`config.mk`:
```
export PLATFORM = sky130hd
export DESIGN_NAME = regfile_writeback_unit
export DESIGN_NICKNAME = d
export VERILOG_FILES = /design/src/rtl/regfile_writeback_unit.sv
export SDC_FILE = /design/constraint.sdc
export NUM_CORES = 1
export LEC_CHECK = 0
export BUFFER_PORTS_ARGS = -buffer_cell sky130_fd_sc_hd__buf_2
export CAP_MARGIN = 20
export CORE_ASPECT_RATIO = 1.25
export CORE_MARGIN = 4
export CORE_UTILIZATION = 59
export CTS_CLUSTER_DIAMETER = 200
export DETAILED_ROUTE_END_ITERATION = 6
export PLACE_DENSITY = 0.83
export SLEW_MARGIN = 0
export SYNTH_ARGS = -nofsm -noshare
export SYNTH_HDL_FRONTEND = slang
export SYNTH_SLANG_ARGS = --single-unit
```
`constraint.sdc`:
```
create_clock -name clk -period 6.1 [get_ports clk]
set_input_delay 1.22 -clock clk [delete_from_list [all_inputs] [get_ports clk]]
set_output_delay 1.22 -clock clk [all_outputs]
set_load 0.005 [all_outputs]
```
`src/rtl/regfile_writeback_unit.sv`:
```
// regfile_writeback_unit
// Write-port sequencer for the 32x32 register file. Load and ALU results are
// queued in program order (load before ALU when both arrive together) and
// drained one write per cycle through a registered waddr/wdata/we stage.
// Decode can ask whether a register still has a write pending, and execute
// is told to hold off while the queue is nearly full.
module regfile_writeback_unit #(
    parameter int DEPTH      = 4,
    parameter bit DISCARD_R0 = 1'b1
) (
    input  logic        clk,
    input  logic        reset,
    input  logic        ld_valid,
    input  logic [4:0]  ld_rd,
    input  logic [31:0] ld_data,
    input  logic        alu_valid,
    input  logic [4:0]  alu_rd,
    input  logic [31:0] alu_data,
    output logic        stall,
    output logic [4:0]  waddr,
    output logic [31:0] wdata,
    output logic        we,
    input  logic [4:0]  qaddr1,
    input  logic [4:0]  qaddr2,
    output logic        busy1,
    output logic        busy2,
    output logic        overflow
);

    localparam int PW = $clog2(DEPTH);
    localparam int CW = $clog2(DEPTH + 1);

    logic [4:0]    rdMem   [DEPTH];
    logic [31:0]   dataMem [DEPTH];
    logic [PW-1:0] rdPtr;
    logic [PW-1:0] wrPtr;
    logic [CW-1:0] count;

    logic          ldV;
    logic          aluV;
    logic          ldAcc;
    logic          aluAcc;
    logic          pop;
    logic [CW-1:0] freeSlots;
    logic [CW-1:0] nextCount;
    logic [4:0]    headRd;
    logic [31:0]   headData;
    logic [DEPTH-1:0] entryValid;

    // Filter r0 writes, decide which pushes fit, and pick the entry to drain.
    // A slot counts as free if the head is leaving this cycle; when the queue
    // is empty the first accepted push bypasses straight to the output stage.
    always_comb begin
        ldV       = ld_valid && !(DISCARD_R0 && (ld_rd == 5'd0));
        aluV      = alu_valid && !(DISCARD_R0 && (alu_rd == 5'd0));
        freeSlots = CW'(DEPTH) - count + ((count != '0) ? CW'(1) : CW'(0));
        ldAcc     = ldV && (freeSlots >= CW'(1));
        aluAcc    = aluV && (freeSlots >= (ldAcc ? CW'(2) : CW'(1)));
        pop       = (count != '0) || ldAcc || aluAcc;
        nextCount = count + CW'(ldAcc) + CW'(aluAcc) - CW'(pop);
        if (count != '0) begin
            headRd   = rdMem[rdPtr];
            headData = dataMem[rdPtr];
        end else if (ldAcc) begin
            headRd   = ld_rd;
            headData = ld_data;
        end else begin
            headRd   = alu_rd;
            headData = alu_data;
        end
    end

    // Queue storage: load lands at the write pointer, ALU entry right behind it.
    always_ff @(posedge clk) begin
        if (ldAcc) begin
            rdMem[wrPtr]   <= ld_rd;
            dataMem[wrPtr] <= ld_data;
        end
        if (aluAcc) begin
            rdMem[wrPtr + PW'(ldAcc)]   <= alu_rd;
            dataMem[wrPtr + PW'(ldAcc)] <= alu_data;
        end
    end

    // Pointers, occupancy, output write stage, stall and sticky overflow.
    always_ff @(posedge clk) begin
        if (reset) begin
            rdPtr    <= '0;
            wrPtr    <= '0;
            count    <= '0;
            we       <= 1'b0;
            waddr    <= 5'd0;
            wdata    <= 32'd0;
            stall    <= 1'b0;
            overflow <= 1'b0;
        end else begin
            wrPtr <= wrPtr + PW'(ldAcc) + PW'(aluAcc);
            rdPtr <= rdPtr + PW'(pop);
            count <= nextCount;
            we    <= pop;
            if (pop) begin
                waddr <= headRd;
                wdata <= headData;
            end
            stall    <= (nextCount >= CW'(DEPTH - 2));
            overflow <= overflow || (ldV && !ldAcc) || (aluV && !aluAcc);
        end
    end

    // Mark which physical slots hold live entries (distance from head < count).
    always_comb begin : slotValid
        logic [PW-1:0] offs;
        entryValid = '0;
        offs       = '0;
        for (int i = 0; i < DEPTH; i++) begin
            offs          = PW'(i) - rdPtr;
            entryValid[i] = (CW'(offs) < count);
        end
    end

    // Pending-write lookup for decode: live queue entries plus the output stage.
    always_comb begin
        busy1 = 1'b0;
        busy2 = 1'b0;
        if (!(DISCARD_R0 && (qaddr1 == 5'd0))) begin
            busy1 = we && (waddr == qaddr1);
            for (int i = 0; i < DEPTH; i++) begin
                if (entryValid[i] && (rdMem[i] == qaddr1)) begin
                    busy1 = 1'b1;
                end
            end
        end
        if (!(DISCARD_R0 && (qaddr2 == 5'd0))) begin
            busy2 = we && (waddr == qaddr2);
            for (int i = 0; i < DEPTH; i++) begin
                if (entryValid[i] && (rdMem[i] == qaddr2)) begin
                    busy2 = 1'b1;
                end
            end
        end
    end

endmodule
```
==> results of run 1 <==
## cells by family after synthesis
family | synth area share
flip-flops | 0.507
buffers and inverters | 0.0358
AND/OR/NAND/NOR | 0.105
multiplexers | 0.249
AO/OA/AOI/OAI | 0.0370
adder cells (fa/ha/maj) | 0.0179
XOR/XNOR | 0.0479
## layer usage
layer  vias up  routed length [um]  track usage
li1       3271                   -            -
met1      3578               10100        0.328
met2       310               13700        0.476
met3        45                1770       0.0462
met4         0                 622       0.0829
met5         -                   0            0
## cell usage in the layout (no fill, tap or decap), drive strengths merged, types with 3 or more instances in the layout
cell,Yosys,final
a21oi,3,3
clkbuf,34,23
xor2,38,38
xnor2,20,20
clkinv,0,7
nand2b,4,4
o21ai,6,6
nor4,4,4
or3,36,36
edfxtp,148,148
a31oi,36,36
nor2,44,44
nand2,74,74
or2,4,4
inv,11,10
dfxtp,47,47
mux2,148,148
nand4,6,6
mux4,37,37
buf,33,144
nand3,4,4
nor3,45,45
nor2b,5,5
or4,4,4
ha,12,12
## power groups by stage
| stage | clock network, W | registers (W) | logic [W] |
|---|---|---|---|
| final | 0.00106 | 0.00241 | 0.00279 |
| after global routing | 0.00113 | 0.00248 | 0.00303 |
| after CTS | 0.00107 | 0.00242 | 0.00278 |
| after detailed placement | 0 | 0.00245 | 0.00276 |
| after global placement | 0 | 0.00243 | 0.00269 |
| after floorplan | 0 | 0.00230 | 0.00209 |
## final cells by class
type,instances,area share
Antenna cell,1,0.000210
Clock buffer,23,0.0384
Clock inverter,8,0.00725
Inverter,11,0.00347
Multi-Input combinational cell,549,0.409
Sequential cell,195,0.452
Tap cell,224,0.0235
Timing Repair Buffer,144,0.0653
## worst max path at each step
stage | startpoint | slack (ns) | end | cells past startpoint
final | count[2] | 1.08 | stall | 20
after global routing | count[2] | 0.78 | stall | 20
after CTS | count[2] | 1.09 | stall | 20
after detailed placement | ld_rd[1] | 0.80 | stall | 16
after global placement | ld_rd[1] | 0.91 | stall | 16
after floorplan | ld_rd[1] | 0.86 | stall | 18
## per-stage QoR
stage,utilization,std cells
2_1_floorplan,-,822
3_3_place_gp,0.645,1122
3_5_place_dp,0.645,1122
4_1_cts,0.676,1153
5_1_grt,0.678,1155
6_report,0.678,1155
## worst max-delay path, stage by stage (launching register included)
cell and delay (ns):
dfxtp_1 0.42, or3_2 0.53, clkinv_1 0.08, ha_1 0.13, inv_1 0.04, ha_1 0.18
xor2_1 0.31, o221ai_4 0.18, ha_1 0.28, nand2b_1 0.14, a211o_1 0.33, nand2b_2 0.33
nand2_1 0.15, ha_1 0.31, inv_1 0.05, fa_1 0.37, fa_1 0.39, xnor2_1 0.18
xnor2_1 0.14, nor2_1 0.06, or2_2 0.31
## registers in the layout, indices dropped and copies added (netlist names)
name	flops
dataMem	128
wdata	32
rdMem	20
waddr	5
count	3
rdPtr	2
wrPtr	2
overflow	1
stall	1
we	1
==> summary.txt, run 1 <==
Clock tree
  • H-Tree Level Count: 4
  • Clk_lat worst skew: 0.43 ns
  • CTS tree: done
  • Post-CTS Setup Bufs: 0
  • Clock transition at path regs: 0.06 ns
  • Hold Buf Count CTS: 0
  • CTS resizes: 0
  • Clk sink count: 195
  • Num CTS Buffers: 17
  • Root Buffer: clkbuf_16
  • CTS max path bufs: 2

Synthesis
  • Mapped Area: 10600 um2
  • Number of synthesis warnings: 0
  • Post-synth top area share: 0.419
  • Synth area leader: edfxtp_1
  • Count of different cell masters after synthesis: 42
  • Post-synthesis sequential area ratio: 0.507
  • Synthesis-stage register bit count: 195
  • Top post-synthesis cells by area: edfxtp_1, mux2_2, dfxtp_1
  • Count leader, synth: edfxtp_1
  • Syn_nets: 924
  • Synth Instances: 822
  • Main synth FF type: edfxtp_1
  • Commonest cells post-synth: edfxtp_1, mux2_2, nand2_1
  • Async set or reset register ratio after synthesis: 0
  • Post-synth EDFFs: 148
  • Synthesized area per cell: 12.9 um2

Global route
  • Vias in the first global route: 7443
  • Largest net degree at the start of global routing: 47
  • Global-route wire length before repair: 41.0 mm
  • Grt total ovfl: 0
  • Initial antenna violation count: 1
  • GRT Overall Usage: 0.266

Setup path
  • Critical path class: reg2reg
  • R2R depth: 20
  • FF-to-FF setup slack: 1.08 ns
  • CP required: 6.41 ns
  • RR Startpoint: count[2]
  • Critical Path Fanout Max: 16
  • Crit. End Element: register
  • Crit path launch type: register
  • CP Data Arrival Time: 5.34 ns
  • Reg-to-Reg End: stall

Timing
  • RSZ-0062 raised after global routing: false
  • Actual slew at the worst max-slew pin: 0.941 ns
  • Final setup fails: 0
  • Part of the cycle the worst path needs: 0.823
  • Max Slew Vio Count: 0
  • Hold_ws: 0.464 ns
  • Fin crit period: 5.02 ns
  • Slew HR: 0.372
  • Final clock skew: 0.00874 ns
  • Post-route setup slack: 1.08 ns
  • Setup_tns: 0 ns
  • Final hold violation count: 0
  • F_max: 199 MHz

Die
  • Rows: 54
  • IO Count: 130
  • Core area: 17600 um2
  • Initial cell density of the core: 0.604
  • Die area: 20200 um2
  • Die height: 158 um
  • Die Span X: 128 um

Placement
  • Gpl congestion: 0.903
  • Number of port buffers: 129
  • Hpwl dp: 15.7 mm
  • Post-place instance area: 11300 um2
  • Dpl ws: 0.801 ns

Min path
  • WHS Endpoint: wdata[26]
  • Hold Startpoint: wdata[26]
  • Min-Delay Path Depth: 2
  • Hold crit path type: reg2reg

Outcome
  • Status: finished, final reports clean

Pwr
  • Leak pwr: 4.41 nW
  • Int Pwr: 0.00398 W
  • Comb pwr share: 0.445
  • Clock share of power: 0.169
  • P per Cell Area: 526 nW/um2
  • Power Total: 0.00627 W
  • Psw: 0.00228 W
  • Reg power frac: 0.385
  • Sw Ratio: 0.364
  • Max VDD drop: 361 uV

Layout
  • Area of the multi-input gates: 4880 um2
  • Area delta synth->final: 12.2%
  • Layout cells sized above 1: 0.397
  • Fillcell total: 1257
  • Post-route cell area: 11900 um2
  • Fin nets: 1020
  • Register Area: 5390 um2

Drt
  • Via density: 6.24
  • Drt total wl: 26.1 mm
  • Final ANT Viol Nets: 0
  • Via count of the routed design: 7204
  • Initial drt markers: 622
  • TritonRoute pass-1 iters: 5
  • Post-DR wirelength/cell: 22.6 um
  • DRC Markers: 0

Job
  • Max-cap viol count: 0
(Power assumes the default switching activity.)
==> run 2: changes to the inputs <==
- ABC_AREA: unset -> 1
- clock period: 6.1 -> 5 ns (I/O delays scaled with it)
==> run 2 against run 1 <==
Compared with the run above: register-to-register slack got worse by 0.30 ns; sequential cell count unchanged; worst hold slack improved by 0.097 ns; synthesized cell count increased by 78%.
==> summary.txt, run 2 <==
Outcome
  • Status: finished, final reports clean

Timing
  • Final setup fails: 0
  • Part of the cycle the worst path needs: 0.845
  • Final hold violation count: 0
  • RSZ-0062 raised after global routing: false
  • Post-route setup slack: 0.774 ns
  • Max Slew Vio Count: 0
  • Hold_ws: 0.561 ns
  • F_max: 237 MHz
  • Actual slew at the worst max-slew pin: 1.14 ns
  • Fin crit period: 4.23 ns
  • Slew HR: 0.239
  • Setup_tns: 0 ns
  • Final clock skew: 0.0179 ns

Synthesis
  • Post-synth EDFFs: 148
  • Synthesis-stage register bit count: 195
  • Commonest cells post-synth: nand2_1, nor2_1, edfxtp_1
  • Synthesized area per cell: 7.65 um2
  • Count of different cell masters after synthesis: 32
  • Number of synthesis warnings: 0
  • Top post-synthesis cells by area: edfxtp_1, nand2_1, dfxtp_1
  • Mapped Area: 11200 um2
  • Post-synth top area share: 0.398
  • Count leader, synth: nand2_1
  • Synth Instances: 1460
  • Async set or reset register ratio after synthesis: 0
  • Main synth FF type: edfxtp_1
  • Post-synthesis sequential area ratio: 0.482
  • Synth area leader: edfxtp_1
  • Syn_nets: 1562

Pwr
  • P per Cell Area: 650 nW/um2
  • Max VDD drop: 372 uV
  • Leak pwr: 5.75 nW

Layout
  • Finished Core Util: 0.661
  • Area of the multi-input gates: 4870 um2
  • Area delta synth->final: 10.6%
  • Top Registers: dataMem (128), wdata (32), rdMem (20)
  • Most frequent cells in the layout: nand2_1, nor2_1, edfxtp_1
  • Reg with most FFs: dataMem
  • Fillcell total: 1520
  • Layout cells sized above 1: 0.125
  • Most common cell after layout, fill and taps aside: nand2_1
  • Register Area: 5390 um2
  • Max reg flops: 128
  • Fin nets: 1638

Global route
  • Largest net degree at the start of global routing: 78
  • Grt total ovfl: 0
  • Global-route wire length before repair: 47.3 mm
  • Initial antenna violation count: 2
  • Vias in the first global route: 9587
  • GRT Overall Usage: 0.284

Die
  • Die Span X: 131 um
  • Die area: 21200 um2
  • Initial cell density of the core: 0.597
  • IO Count: 130
  • Rows: 56
  • Core area: 18700 um2
  • Die height: 162 um

Clock tree
  • Hold Buf Count CTS: 0
  • Num CTS Buffers: 17
  • Clk_lat worst skew: 0.44 ns
  • H-Tree Level Count: 4
  • CTS tree: done
  • CTS max path bufs: 2
  • Clk sink count: 195
  • Root Buffer: clkbuf_16
  • Post-CTS Setup Bufs: 0
  • CTS resizes: 0
  • Clock transition at path regs: 0.07 ns

Setup path
  • CP cell instances: inv_1, nand2_1, nor2_4, ha_1, inv_1, ha_1, nor2_1, nand3_1, nand3_4, ha_1, o21ai_0, nand2_2, nand2_4, buf_4, inv_4, nand3_2, buf_4, o21ai_0
  • Crit path launch type: register
  • CP required: 5.14 ns
  • Critical Path Fanout Max: 74
  • Buffers and inverters on the worst path: 5
  • Critical path class: reg2reg
  • Largest stage delay, worst path: 0.65 ns
  • Worst path slowest cell: buf_4
  • Worst path most repeated cell: ha_1
  • Largest delay share family, worst path: buffers and inverters
  • Crit. End Element: register
  • CP Data Arrival Time: 4.36 ns

Drt
  • Final ANT Viol Nets: 0
  • Via density: 5.60
  • Post-DR wirelength/cell: 16.7 um
  • DRC Markers: 0
  • Via count of the routed design: 9981
  • Drt total wl: 29.7 mm
  • Initial drt markers: 1168
  • TritonRoute pass-1 iters: 6

Placement
  • Number of port buffers: 129
  • Dpl ws: 0.803 ns
  • Gpl congestion: 0.930
  • Hpwl dp: 17.8 mm

Min path
  • Hold crit path type: reg2reg

Job
  • Max-cap viol count: 0
run 2: changes by cell type in the layout (fill, tap and decap cells not counted), moves of 37 or more:
cell     delta
o21ai_1    +47
mux2_2    -110
mux2_4     -38
nand4_1    +70
mux4_2     -37
nor2_1    +143
nand2_1   +465
inv_1     +107
nor3_1     -39
o21ai_0   +102
run 2: logic make-up after synthesis:
logic type | count (synthesis) | synth area share
DFF | 195 | 0.482
xor gates and xnor gates | 39 | 0.0306
AOI/OAI and AO/OA | 165 | 0.0749
adders and majority gates | 14 | 0.0170
buffers and inverters | 211 | 0.0895
and+or+nand+nor | 836 | 0.306
run 2: through the flow:
step | power, W | instance area, um2 | instances
3_5_place_dp | 0.00670 | 11800 | 1746
4_1_cts | 0.00796 | 12300 | 1776
3_3_place_gp | 0.00656 | 11800 | 1746
2_1_floorplan | 0.00568 | 11200 | 1460
6_report | 0.00803 | 12400 | 1781
5_1_grt | 0.00867 | 12400 | 1781
run 2: worst paths after layout:
check	start	end	slack [ns]	depth (start not counted)
hold reg to reg	wdata[0]	wdata[0]	0.56	4
setup / recovery	count[1]	dataMem[3][31]	0.77	18
setup reg to reg	count[1]	dataMem[3][31]	0.77	18
hold / removal	wdata[0]	wdata[0]	0.56	4
run 2: report_power, final:
part           internal (W)  total, W  leakage [nW]  switching, W
Clock              0.000693   0.00126         0.254      0.000565
Sequential          0.00259   0.00287          1.77      0.000279
Combinational       0.00122   0.00390          3.72       0.00268
Total               0.00450   0.00803          5.75       0.00353
run 2: routing by layer:
metal	share of wire	wire length (um)	global-route usage
met1	0.38	11300	0.344
met5	0	0	0
met3	0.082	2450	0.0411
met2	0.51	15200	0.497
met4	0.029	848	0.126
run 2: final cells by class:
type                            instances  share of cell area
Clock inverter                          6             0.00496
Inverter                              120              0.0367
Timing Repair Buffer                  148              0.0676
Clock buffer                           24              0.0374
Antenna cell                            2            0.000405
Sequential cell                       195               0.436
Tap cell                              232              0.0235
Multi-Input combinational cell       1054               0.394
run 2: worst reg2reg max path, cell delays in order, from the launching register on:
cell and delay [ns]:
dfxtp_1 0.31, inv_1 0.20, nand2_1 0.16, nor2_4 0.11, ha_1 0.14, inv_1 0.04
ha_1 0.28, nor2_1 0.11, nand3_1 0.16, nand3_4 0.13, ha_1 0.23, o21ai_0 0.29
nand2_2 0.12, nand2_4 0.09, buf_4 0.45, inv_4 0.13, nand3_2 0.12, buf_4 0.65
o21ai_0 0.22
